### config.mk
export PLATFORM = sky130hd
export DESIGN_NAME = pipe_hazard_ctrl_flat
export DESIGN_NICKNAME = d
export VERILOG_FILES = /design/src/rtl/pipe_hazard_ctrl_if.sv /design/src/rtl/pipe_hazard_ctrl.sv /design/src/flat_wrapper.sv
export SDC_FILE = /design/constraint.sdc
export NUM_CORES = 1
export LEC_CHECK = 0
export CORE_MARGIN = 8
export CORE_UTILIZATION = 41
export CTS_CLUSTER_SIZE = 14
export DETAILED_ROUTE_END_ITERATION = 16
export PLACE_DENSITY = 0.75
export RECOVER_POWER = 100
export REMOVE_ABC_BUFFERS = 1
export SYNTH_ARGS = -nofsm -noshare
export SYNTH_HDL_FRONTEND = slang
export SYNTH_SLANG_ARGS = --single-unit
### constraint.sdc
create_clock -name clk -period 2.69 [get_ports clk]
set_clock_uncertainty 0.1 [all_clocks]
set_input_delay 0.538 -clock clk [delete_from_list [all_inputs] [get_ports clk]]
set_output_delay 0.538 -clock clk [all_outputs]
set_load 0.01 [all_outputs]
### src/rtl/pipe_hazard_ctrl_if.sv
// pipe_hazard_ctrl_if: hazard inputs from the pipeline and latch controls back to it.
// Optional perf counter ports exist only when PIPE_HAZARD_CTRL_PERF_EN is defined.
interface pipe_hazard_ctrl_if;
  logic [4:0] id_rs, id_rt, ex_wn;
  logic id_use_rs, id_use_rt, ex_wreg, ex_m2reg, id_redirect;
  logic mem_wmem, mem_m2reg, dmem_ready, dmem_req;
  logic en_pc, en_ifid, flush_ifid, en_idex, en_exmem, en_memwb, freeze, mem_err;
`ifdef PIPE_HAZARD_CTRL_PERF_EN
  logic [31:0] perf_stall, perf_flush;
`endif
  modport master (
    output id_rs, id_rt, ex_wn, id_use_rs, id_use_rt, ex_wreg, ex_m2reg, id_redirect,
    output mem_wmem, mem_m2reg, dmem_ready,
    input dmem_req, en_pc, en_ifid, flush_ifid, en_idex, en_exmem, en_memwb, freeze, mem_err
`ifdef PIPE_HAZARD_CTRL_PERF_EN
    , input perf_stall, perf_flush
`endif
  );
  modport slave (
    input id_rs, id_rt, ex_wn, id_use_rs, id_use_rt, ex_wreg, ex_m2reg, id_redirect,
    input mem_wmem, mem_m2reg, dmem_ready,
    output dmem_req, en_pc, en_ifid, flush_ifid, en_idex, en_exmem, en_memwb, freeze, mem_err
`ifdef PIPE_HAZARD_CTRL_PERF_EN
    , output perf_stall, perf_flush
`endif
  );
endinterface

### src/rtl/pipe_hazard_ctrl.sv
// pipe_hazard_ctrl: load-use stall, redirect flush and data-memory wait sequencing.
// Define PIPE_HAZARD_CTRL_PERF_EN to add perf_stall/perf_flush counters.
module pipe_hazard_ctrl #(
  parameter int TIMEOUT_CYC = 64,
  parameter int CNT_W = 8
) (
  input logic clk,
  input logic clrn,
  pipe_hazard_ctrl_if.slave hz
);
  typedef enum logic [1:0] {RUN, WAIT, ERR} state_t;
  state_t state, state_nx;
  logic [CNT_W-1:0] cnt, cnt_nx;
  logic err_q, err_nx, mem_acc, lu, hold, req, stall, flush;
  always_ff @(posedge clk or negedge clrn)
    if (!clrn) begin
      state <= RUN;
      cnt <= '0;
      err_q <= 1'b0;
    end else begin
      state <= state_nx;
      cnt <= cnt_nx;
      err_q <= err_nx;
    end
  always_comb begin
    mem_acc = hz.mem_wmem | hz.mem_m2reg;
    lu = hz.ex_m2reg & hz.ex_wreg & (hz.ex_wn != 5'd0) &
         ((hz.id_use_rs & (hz.id_rs == hz.ex_wn)) | (hz.id_use_rt & (hz.id_rt == hz.ex_wn)));
    state_nx = state;
    cnt_nx = cnt;
    err_nx = err_q;
    hold = 1'b0;
    req = 1'b0;
    case (state)
      RUN: begin
        req = mem_acc;
        if (mem_acc && !hz.dmem_ready) begin
          hold = 1'b1;
          state_nx = WAIT;
          cnt_nx = CNT_W'(1);
        end
      end
      WAIT: begin
        req = 1'b1;
        if (hz.dmem_ready) begin
          state_nx = RUN;
          cnt_nx = '0;
        end else begin
          hold = 1'b1;
          if (cnt == CNT_W'(TIMEOUT_CYC - 1)) begin
            state_nx = ERR;
            err_nx = 1'b1;
          end else cnt_nx = cnt + CNT_W'(1);
        end
      end
      ERR: hold = 1'b1;
      default: begin
        hold = 1'b1;
        state_nx = RUN;
      end
    endcase
    // A load-use stall wins over a redirect: branch operands are not valid yet.
    stall = !hold & lu;
    flush = !hold & !lu & hz.id_redirect;
  end
  assign hz.dmem_req = req;
  assign hz.freeze = hold;
  assign hz.en_pc = !stall;
  assign hz.en_ifid = !stall;
  assign hz.en_idex = !stall;
  assign hz.en_exmem = 1'b1;
  assign hz.en_memwb = 1'b1;
  assign hz.flush_ifid = flush;
  assign hz.mem_err = err_q;
`ifdef PIPE_HAZARD_CTRL_PERF_EN
  logic [31:0] perf_stall_q, perf_flush_q;
  always_ff @(posedge clk or negedge clrn)
    if (!clrn) begin
      perf_stall_q <= '0;
      perf_flush_q <= '0;
    end else begin
      perf_stall_q <= perf_stall_q + {31'd0, hold | stall};
      perf_flush_q <= perf_flush_q + {31'd0, flush};
    end
  assign hz.perf_stall = perf_stall_q;
  assign hz.perf_flush = perf_flush_q;
`endif
endmodule

### src/flat_wrapper.sv
// flat-port wrapper written by rule: the top's interface ports become plain ports
module pipe_hazard_ctrl_flat 
#(
  parameter int TIMEOUT_CYC = 64,
  parameter int CNT_W = 8
)
  (clk, clrn, hz_id_rs, hz_id_rt, hz_ex_wn, hz_id_use_rs, hz_id_use_rt, hz_ex_wreg, hz_ex_m2reg, hz_id_redirect, hz_mem_wmem, hz_mem_m2reg, hz_dmem_ready, hz_dmem_req, hz_en_pc, hz_en_ifid, hz_flush_ifid, hz_en_idex, hz_en_exmem, hz_en_memwb, hz_freeze, hz_mem_err);
  pipe_hazard_ctrl_if hz_i ();
  input logic clk;
  input logic clrn;
  input wire logic [$bits(hz_i.id_rs)-1:0] hz_id_rs;
  input wire logic [$bits(hz_i.id_rt)-1:0] hz_id_rt;
  input wire logic [$bits(hz_i.ex_wn)-1:0] hz_ex_wn;
  input wire logic [$bits(hz_i.id_use_rs)-1:0] hz_id_use_rs;
  input wire logic [$bits(hz_i.id_use_rt)-1:0] hz_id_use_rt;
  input wire logic [$bits(hz_i.ex_wreg)-1:0] hz_ex_wreg;
  input wire logic [$bits(hz_i.ex_m2reg)-1:0] hz_ex_m2reg;
  input wire logic [$bits(hz_i.id_redirect)-1:0] hz_id_redirect;
  input wire logic [$bits(hz_i.mem_wmem)-1:0] hz_mem_wmem;
  input wire logic [$bits(hz_i.mem_m2reg)-1:0] hz_mem_m2reg;
  input wire logic [$bits(hz_i.dmem_ready)-1:0] hz_dmem_ready;
  output wire logic [$bits(hz_i.dmem_req)-1:0] hz_dmem_req;
  output wire logic [$bits(hz_i.en_pc)-1:0] hz_en_pc;
  output wire logic [$bits(hz_i.en_ifid)-1:0] hz_en_ifid;
  output wire logic [$bits(hz_i.flush_ifid)-1:0] hz_flush_ifid;
  output wire logic [$bits(hz_i.en_idex)-1:0] hz_en_idex;
  output wire logic [$bits(hz_i.en_exmem)-1:0] hz_en_exmem;
  output wire logic [$bits(hz_i.en_memwb)-1:0] hz_en_memwb;
  output wire logic [$bits(hz_i.freeze)-1:0] hz_freeze;
  output wire logic [$bits(hz_i.mem_err)-1:0] hz_mem_err;
  assign hz_i.id_rs = hz_id_rs;
  assign hz_i.id_rt = hz_id_rt;
  assign hz_i.ex_wn = hz_ex_wn;
  assign hz_i.id_use_rs = hz_id_use_rs;
  assign hz_i.id_use_rt = hz_id_use_rt;
  assign hz_i.ex_wreg = hz_ex_wreg;
  assign hz_i.ex_m2reg = hz_ex_m2reg;
  assign hz_i.id_redirect = hz_id_redirect;
  assign hz_i.mem_wmem = hz_mem_wmem;
  assign hz_i.mem_m2reg = hz_mem_m2reg;
  assign hz_i.dmem_ready = hz_dmem_ready;
  assign hz_dmem_req = hz_i.dmem_req;
  assign hz_en_pc = hz_i.en_pc;
  assign hz_en_ifid = hz_i.en_ifid;
  assign hz_flush_ifid = hz_i.flush_ifid;
  assign hz_en_idex = hz_i.en_idex;
  assign hz_en_exmem = hz_i.en_exmem;
  assign hz_en_memwb = hz_i.en_memwb;
  assign hz_freeze = hz_i.freeze;
  assign hz_mem_err = hz_i.mem_err;
  pipe_hazard_ctrl #(.TIMEOUT_CYC(TIMEOUT_CYC), .CNT_W(CNT_W)) u_core (.clk(clk), .clrn(clrn), .hz(hz_i));
endmodule
==> results.yml, run 1 <==
setup_path:
  cpMostUsedCell: "clkdlybuf4s50_1"
  crit_slowest_cell: "clkdlybuf4s50_1"
  max_stage_delay_ps: 470
  cp_max_fo: 3
  arrival_ps: 2010
  startpoint_type: "primary input"
  crit_buf_inv: 2
  criticalPathCategory: "primary input to output port"
  path_cells: "clkdlybuf4s50_1, or3_4, and2_1, clkdlybuf4s50_1"
  critical_path_required_ps: 2050
  cp_top_family: "buffers and inverters"
  crit_path_end_kind: "output port"
clocking:
  root_buffer: "clkbuf_4"
  clk-insertion-delay-late_ps: 280
  cts_made_buffers: 3
  cts_hold_buf: 0
  cts_tree: "yes"
  clkSinkCount: 11
  path_clk_slew_ps: 70
  htree_levels: 1
  clockBufferDepth: 2
detailed_routing:
  met3_length_microns: 215
  drt-pass1-iter-count: 4
  top_layer_used: "met4"
  m1WireLength_microns: 1130
  vias: 828
  drc_errors: 0
  drt-initial-drc-count: 26
  viasPerCell: 5.59
  wl_met2_microns: 1020
  drt-total-wl_microns: 2420
  ant_nets: 0
  wire_per_inst_microns: 16.3
finish:
  layout_commonest_cell: "clkdlybuf4s50_1"
  drive_gt1_share_pct: 12.2
  fillers: 166
  diodes: 0
  multi_input_area_sq_um: 490
  final_cell_mix: "clkdlybuf4s50_1, dfrtp_1, xnor2_1, nand2_1, a21oi_1"
  fin_nets: 150
  seq_area_sq_um: 275
  syn2layout_area_growth_pct: 49.8
synth:
  syn_area_per_cell_sq_um: 8.84
  ys_top_cells_by_area: "dfrtp_1, xnor2_1, nand2_1"
  ys_warn_count: 0
  ys_ff_latch: 11
  yosys_most_used_dff: "dfrtp_1"
  synth_top_area_share_pct: 35.4
  synth.distinct_cells: 38
  syn_inst: 88
  yosysSeqAreaShare_pct: 35.4
  async_reset_ff_share_pct: 100
  synth-edff-count: 0
  syn_area_sq_um: 778
  synth_top_area_cell: "dfrtp_1"
run_status:
  outcome: "completed"
global_routing:
  antenna_found_initial: 0
  grt_pass1_vias: 795
  track_usage_pct: 14.1
  grt_max_degree: 12
  grt_first_pass_wirelength_microns: 3760
  grt.overflow.total: 0
sta:
  fmax_mhz: 377
  post-route-min-period_ps: 2650
  hold_viol_final: 0
  maxSlewViolCount: 0
  period_share_pct: 98.5
  finalSetupViolCount: 0
  setup_tns_ps: 0
  relSlewSlack_pct: 60.9
  worst_pin_slew_ps: 585
  rsz0062_at_grt: "yes"
floorplan:
  dieArea_sq_um: 3550
  num_io_pins: 34
  die_w_microns: 59.6
  fp.dieH_microns: 59.6
  start_util_pct: 44.1
  coreArea_sq_um: 1760
  rows: 15
pwr:
  power_density_nw_per_um2: 308
  p_leak_nw: 0.472
  power_mw: 0.359
  ir_drop_mv: 0.243
placement:
  gp_congestion: 0.803
  hpwlAfterDp_microns: 1870
  port_buffers: 31
run:
  maxCapViolCount: 0
min_path:
  holdCritPathClass: "flip-flop to flip-flop"
==> cells in the mapped netlist, types with 2 or more instances <==
| cell type | n |
|---|---|
| nand4_1 | 2 |
| a22o_1 | 2 |
| buf_4 | 4 |
| dfrtp_1 | 11 |
| inv_1 | 4 |
| nor2_1 | 2 |
| nand2_1 | 9 |
| o22ai_1 | 2 |
| or3_1 | 2 |
| a21oi_1 | 6 |
| xnor2_1 | 10 |
| nor3_1 | 3 |
| a31oi_1 | 4 |
| nand3_1 | 3 |
==> where the power goes <==
| part | total (mW) | internal (mW) | leakage, nW | switching, mW |
|---|---|---|---|---|
| logic | 0.0738 | 0.0466 | 0.314 | 0.0272 |
| clock network | 0.121 | 0.0577 | 0.0150 | 0.0629 |
| registers | 0.165 | 0.165 | 0.143 | 0 |
| total | 0.359 | 0.269 | 0.472 | 0.0901 |
==> what timing repair did <==
item | in CTS | in global routing
gates resized for setup | 13 | 3
setup endpoints to repair | 6 | 4
pin swaps | 2 | 2
setup buffers | 0 | 0
==> per-stage QoR <==
stage / instance area (sq um) / setup WS, ps / util (%) / hold slack [ps] / std cells
4_1_cts: 1170 / 1.96 / 66.1 / 388 / 148
3_3_place_gp: 1120 / -356 / 63.4 / 365 / 144
6_report: 1170 / 39.0 / 66.1 / 379 / 148
2_1_floorplan: 747 / 533 / - / 142 / 84
5_1_grt: 1170 / -34.2 / 66.1 / 429 / 148
3_5_place_dp: 1120 / -391 / 63.4 / 370 / 144
==> cell type report <==
class / instances / area share (%)
clock buffer: 4 / 2.25
timing repair buffer: 35 / 28.1
multi-input combinational: 69 / 42.1
inverter: 4 / 1.29
sequential: 11 / 23.6
tap: 25 / 2.68
==> logic make-up after synthesis <==
kind of cell	after synthesis	share of synthesized area, %
adders and majority gates	1	1.61
DFF	11	35.4
buffers and inverters	9	6.43
AOI/OAI and AO/OA	23	20.1
other	1	0.482
and+or+nand+nor	32	23.6
xor gates and xnor gates	11	12.4
==> flip-flops by register name, indices dropped and copies added, names as in the netlist <==
name and flops:
u_core.state 2, u_core.cnt 8, u_core.hz.mem_err 1
==> per-layer routing <==
layer  track usage [%]  vias to the layer above
li1                  -                      394
met1              17.7                      381
met4              7.48                        0
met5                 0                        -
met3              4.34                        8
met2              20.8                       45
==> path summary, 6_finish.rpt <==
path | startpoint | endpoint | slack (ps) | depth (start not counted)
worst min register to register | u_core.hz.mem_err$_DFFE_PN0P_ | u_core.hz.mem_err$_DFFE_PN0P_ | 380 | 1
worst min-delay path | u_core.hz.mem_err$_DFFE_PN0P_ | u_core.hz.mem_err$_DFFE_PN0P_ | 380 | 1
max in group asynchronous | clrn | u_core.cnt[1]$_DFFE_PN0P_ | 1590 | 1
worst max register to register | u_core.cnt[0]$_DFFE_PN0P_ | u_core.cnt[7]$_DFFE_PN0P_ | 630 | 5
worst max-delay path | hz_mem_m2reg | hz_dmem_req | 40 | 4
min in group asynchronous | clrn | u_core.cnt[4]$_DFFE_PN0P_ | 560 | 1
No activity file was read; power rests on OpenSTA's default activity.
==> run 2: changes to the inputs <==
--- a/config.mk
+++ b/config.mk
@@ -5,11 +5,12 @@
 export SDC_FILE = /design/constraint.sdc
 export NUM_CORES = 1
 export LEC_CHECK = 0
+export ABC_AREA = 1
 export CORE_MARGIN = 8
-export CORE_UTILIZATION = 41
+export CORE_UTILIZATION = 43
 export CTS_CLUSTER_SIZE = 14
 export DETAILED_ROUTE_END_ITERATION = 16
-export PLACE_DENSITY = 0.75
+export PLACE_DENSITY = 0.8
 export RECOVER_POWER = 100
 export REMOVE_ABC_BUFFERS = 1
 export SYNTH_ARGS = -nofsm -noshare
==> results.yml, run 2 <==
run_status:
  outcome: "completed"
sta:
  fmax_mhz: 389
  rsz0062_at_grt: "yes"
  hold_viol_final: 0
  worst_pin_slew_ps: 524
  maxSlewViolCount: 0
  whs_ps: 367
  setup_tns_ps: 0
  final_critical_path_setup_slack_ps: 123
  relSlewSlack_pct: 64.9
  period_share_pct: 95.4
  finalSetupViolCount: 0
  post-route-min-period_ps: 2570
setup_path:
  critical_path_required_ps: 2050
  crit_path_end_kind: "output port"
  cpMostUsedCell: "nand2_1"
  cp_top_family: "buffers and inverters"
  criticalPathCategory: "primary input to output port"
  path_cells: "clkdlybuf4s50_1, inv_1, nand2_1, nand2_1, nor2_1, nand3_1, nand2_1, nand3_1, dlygate4sd2_1"
  max_stage_delay_ps: 510
  startpoint_type: "primary input"
  arrival_ps: 1930
  crit_slowest_cell: "clkdlybuf4s50_1"
  cp_max_fo: 3
  crit_buf_inv: 3
synth:
  syn_area_per_cell_sq_um: 6.10
  yosysMostFrequentCell: "nand2_1"
  syn_area_sq_um: 915
  synth_common_cells: "nand2_1, inv_1, nor2_1, nand3_1, dfrtp_1"
  syn_inst: 150
  yosys_most_used_dff: "dfrtp_1"
  ys_top_cells_by_area: "dfrtp_1, nand2_1, inv_1"
  ys_warn_count: 0
  synth-edff-count: 0
  yosysSeqAreaShare_pct: 30.1
  synth_top_area_share_pct: 30.1
  ys_ff_latch: 11
  synth_top_area_cell: "dfrtp_1"
  async_reset_ff_share_pct: 100
  synth.distinct_cells: 19
global_routing:
  grt_first_pass_wirelength_microns: 4090
  antenna_found_initial: 0
  grt.overflow.total: 0
  grt_pass1_vias: 962
  track_usage_pct: 12.3
  grt_max_degree: 13
finish:
  layout_commonest_cell: "nand2_1"
  fin_nets: 210
  syn2layout_area_growth_pct: 34.1
  drive_gt1_share_pct: 3.83
  final_cell_mix: "nand2_1, inv_1, clkdlybuf4s50_1"
  fillers: 189
  diodes: 0
  regMostFlops: "u_core.cnt"
  largest_reg_flops: 8
  fin_util_pct: 61.9
  finalInstanceArea_sq_um: 1230
clocking:
  root_buffer: "clkbuf_4"
  cts_made_buffers: 3
  path_clk_slew_ps: 60
  post-cts-setup-buffer-count: 0
  clockBufferDepth: 2
  clk-insertion-delay-late_ps: 270
  cts_tree: "yes"
  htree_levels: 1
  cts_hold_buf: 0
  clkSinkCount: 11
floorplan:
  start_util_pct: 46.1
  coreArea_sq_um: 1980
  rows: 16
  num_io_pins: 34
  fp.dieH_microns: 62.1
  die_w_microns: 62.1
  dieArea_sq_um: 3860
placement:
  pre_cts_slack_ps: -109
  place_area_sq_um: 1240
  hpwlAfterDp_microns: 1980
  port_buffers: 31
  gp_congestion: 0.816
pwr:
  power_density_nw_per_um2: 286
  p_leak_nw: 0.653
  ir_drop_mv: 0.279
run:
  maxCapViolCount: 0
detailed_routing:
  drt-initial-drc-count: 42
  ant_nets: 0
  vias: 973
  drt-pass1-iter-count: 4
  drc_errors: 0
  wire_per_inst_microns: 11.2
  drt-total-wl_microns: 2360
  viasPerCell: 4.63
min_path:
  holdCritPathClass: "flip-flop to flip-flop"
run 2: cell count changes in the layout (fill, tap and decap cells not counted), moves of 3 or more:
cell     change
a31oi_1      -4
o21ai_0      +5
xnor2_1      -8
nor3_1       -3
nand3_1     +10
nand2_1     +49
inv_1       +22
nor2_1      +17
run 2: stage by stage:
stage,power [mW],instances
after detailed placement,0.244,206
after global placement,0.242,206
after global routing,0.371,210
after CTS,0.359,210
after floorplan,0.195,146
final,0.351,210
run 2: cell families after synthesis:
group	Yosys count	share of synthesized area, %
adder cells (fa/ha/maj)	1	1.37
XOR/XNOR	1	0.958
buffers and inverters	31	15.2
flip-flops	11	30.1
AO/OA/AOI/OAI	9	6.16
other	1	0.410
AND/OR/NAND/NOR	96	45.8
run 2: worst register-to-register path, stage by stage, from the launching register on:
cell	delay [ps]
dfrtp_1	400
inv_1	110
nand2_2	70
nor2_1	410
nand4_1	250
nand2_1	360
o21ai_0	160
run 2: cell type report:
class | instances | area, sq um | area share, %
timing repair buffer | 33 | 317 | 25.8
sequential | 11 | 275 | 22.4
inverter | 26 | 97.6 | 7.96
multi-input combinational | 109 | 477 | 38.9
clock buffer | 4 | 26.3 | 2.14
tap | 27 | 33.8 | 2.76
run 2: layer usage:
| layer | up-vias | part of all wire [%] | track usage [%] |
|---|---|---|---|
| met5 | - | 0 | 0 |
| met4 | 0 | 0.21 | 2.04 |
| met3 | 2 | 6.1 | 4.66 |
| met2 | 26 | 53 | 23.3 |
| met1 | 433 | 41 | 12.6 |
| li1 | 512 | - | - |
run 2: where the power goes:
group / leakage, nW / total (mW) / internal (mW) / switching, mW
clock network: 0.0150 / 0.112 / 0.0574 / 0.0542
logic: 0.497 / 0.0718 / 0.0416 / 0.0302
registers: 0.141 / 0.167 / 0.166 / 0.00113
run 2: repair_timing:
item                       4_1_cts  5_1_grt
resized for setup                4        0
setup endpoints to repair        4        1
cloned                           0        0
run 2: worst paths after layout:
| check | from | endpoint | slack, ps | depth (start not counted) |
|---|---|---|---|---|
| hold / removal | u_core.hz.mem_err$_DFFE_PN0P_ | u_core.hz.mem_err$_DFFE_PN0P_ | 370 | 2 |
| max in group asynchronous | clrn | u_core.cnt[1]$_DFFE_PN0P_ | 1600 | 1 |
| setup / recovery | hz_ex_wn[4] | hz_en_idex | 120 | 9 |
| min in group asynchronous | clrn | u_core.cnt[0]$_DFFE_PN0P_ | 560 | 1 |
| setup reg to reg | u_core.state[1]$_DFFE_PN0P_ | u_core.cnt[6]$_DFFE_PN0P_ | 700 | 6 |
| hold reg to reg | u_core.hz.mem_err$_DFFE_PN0P_ | u_core.hz.mem_err$_DFFE_PN0P_ | 370 | 2 |
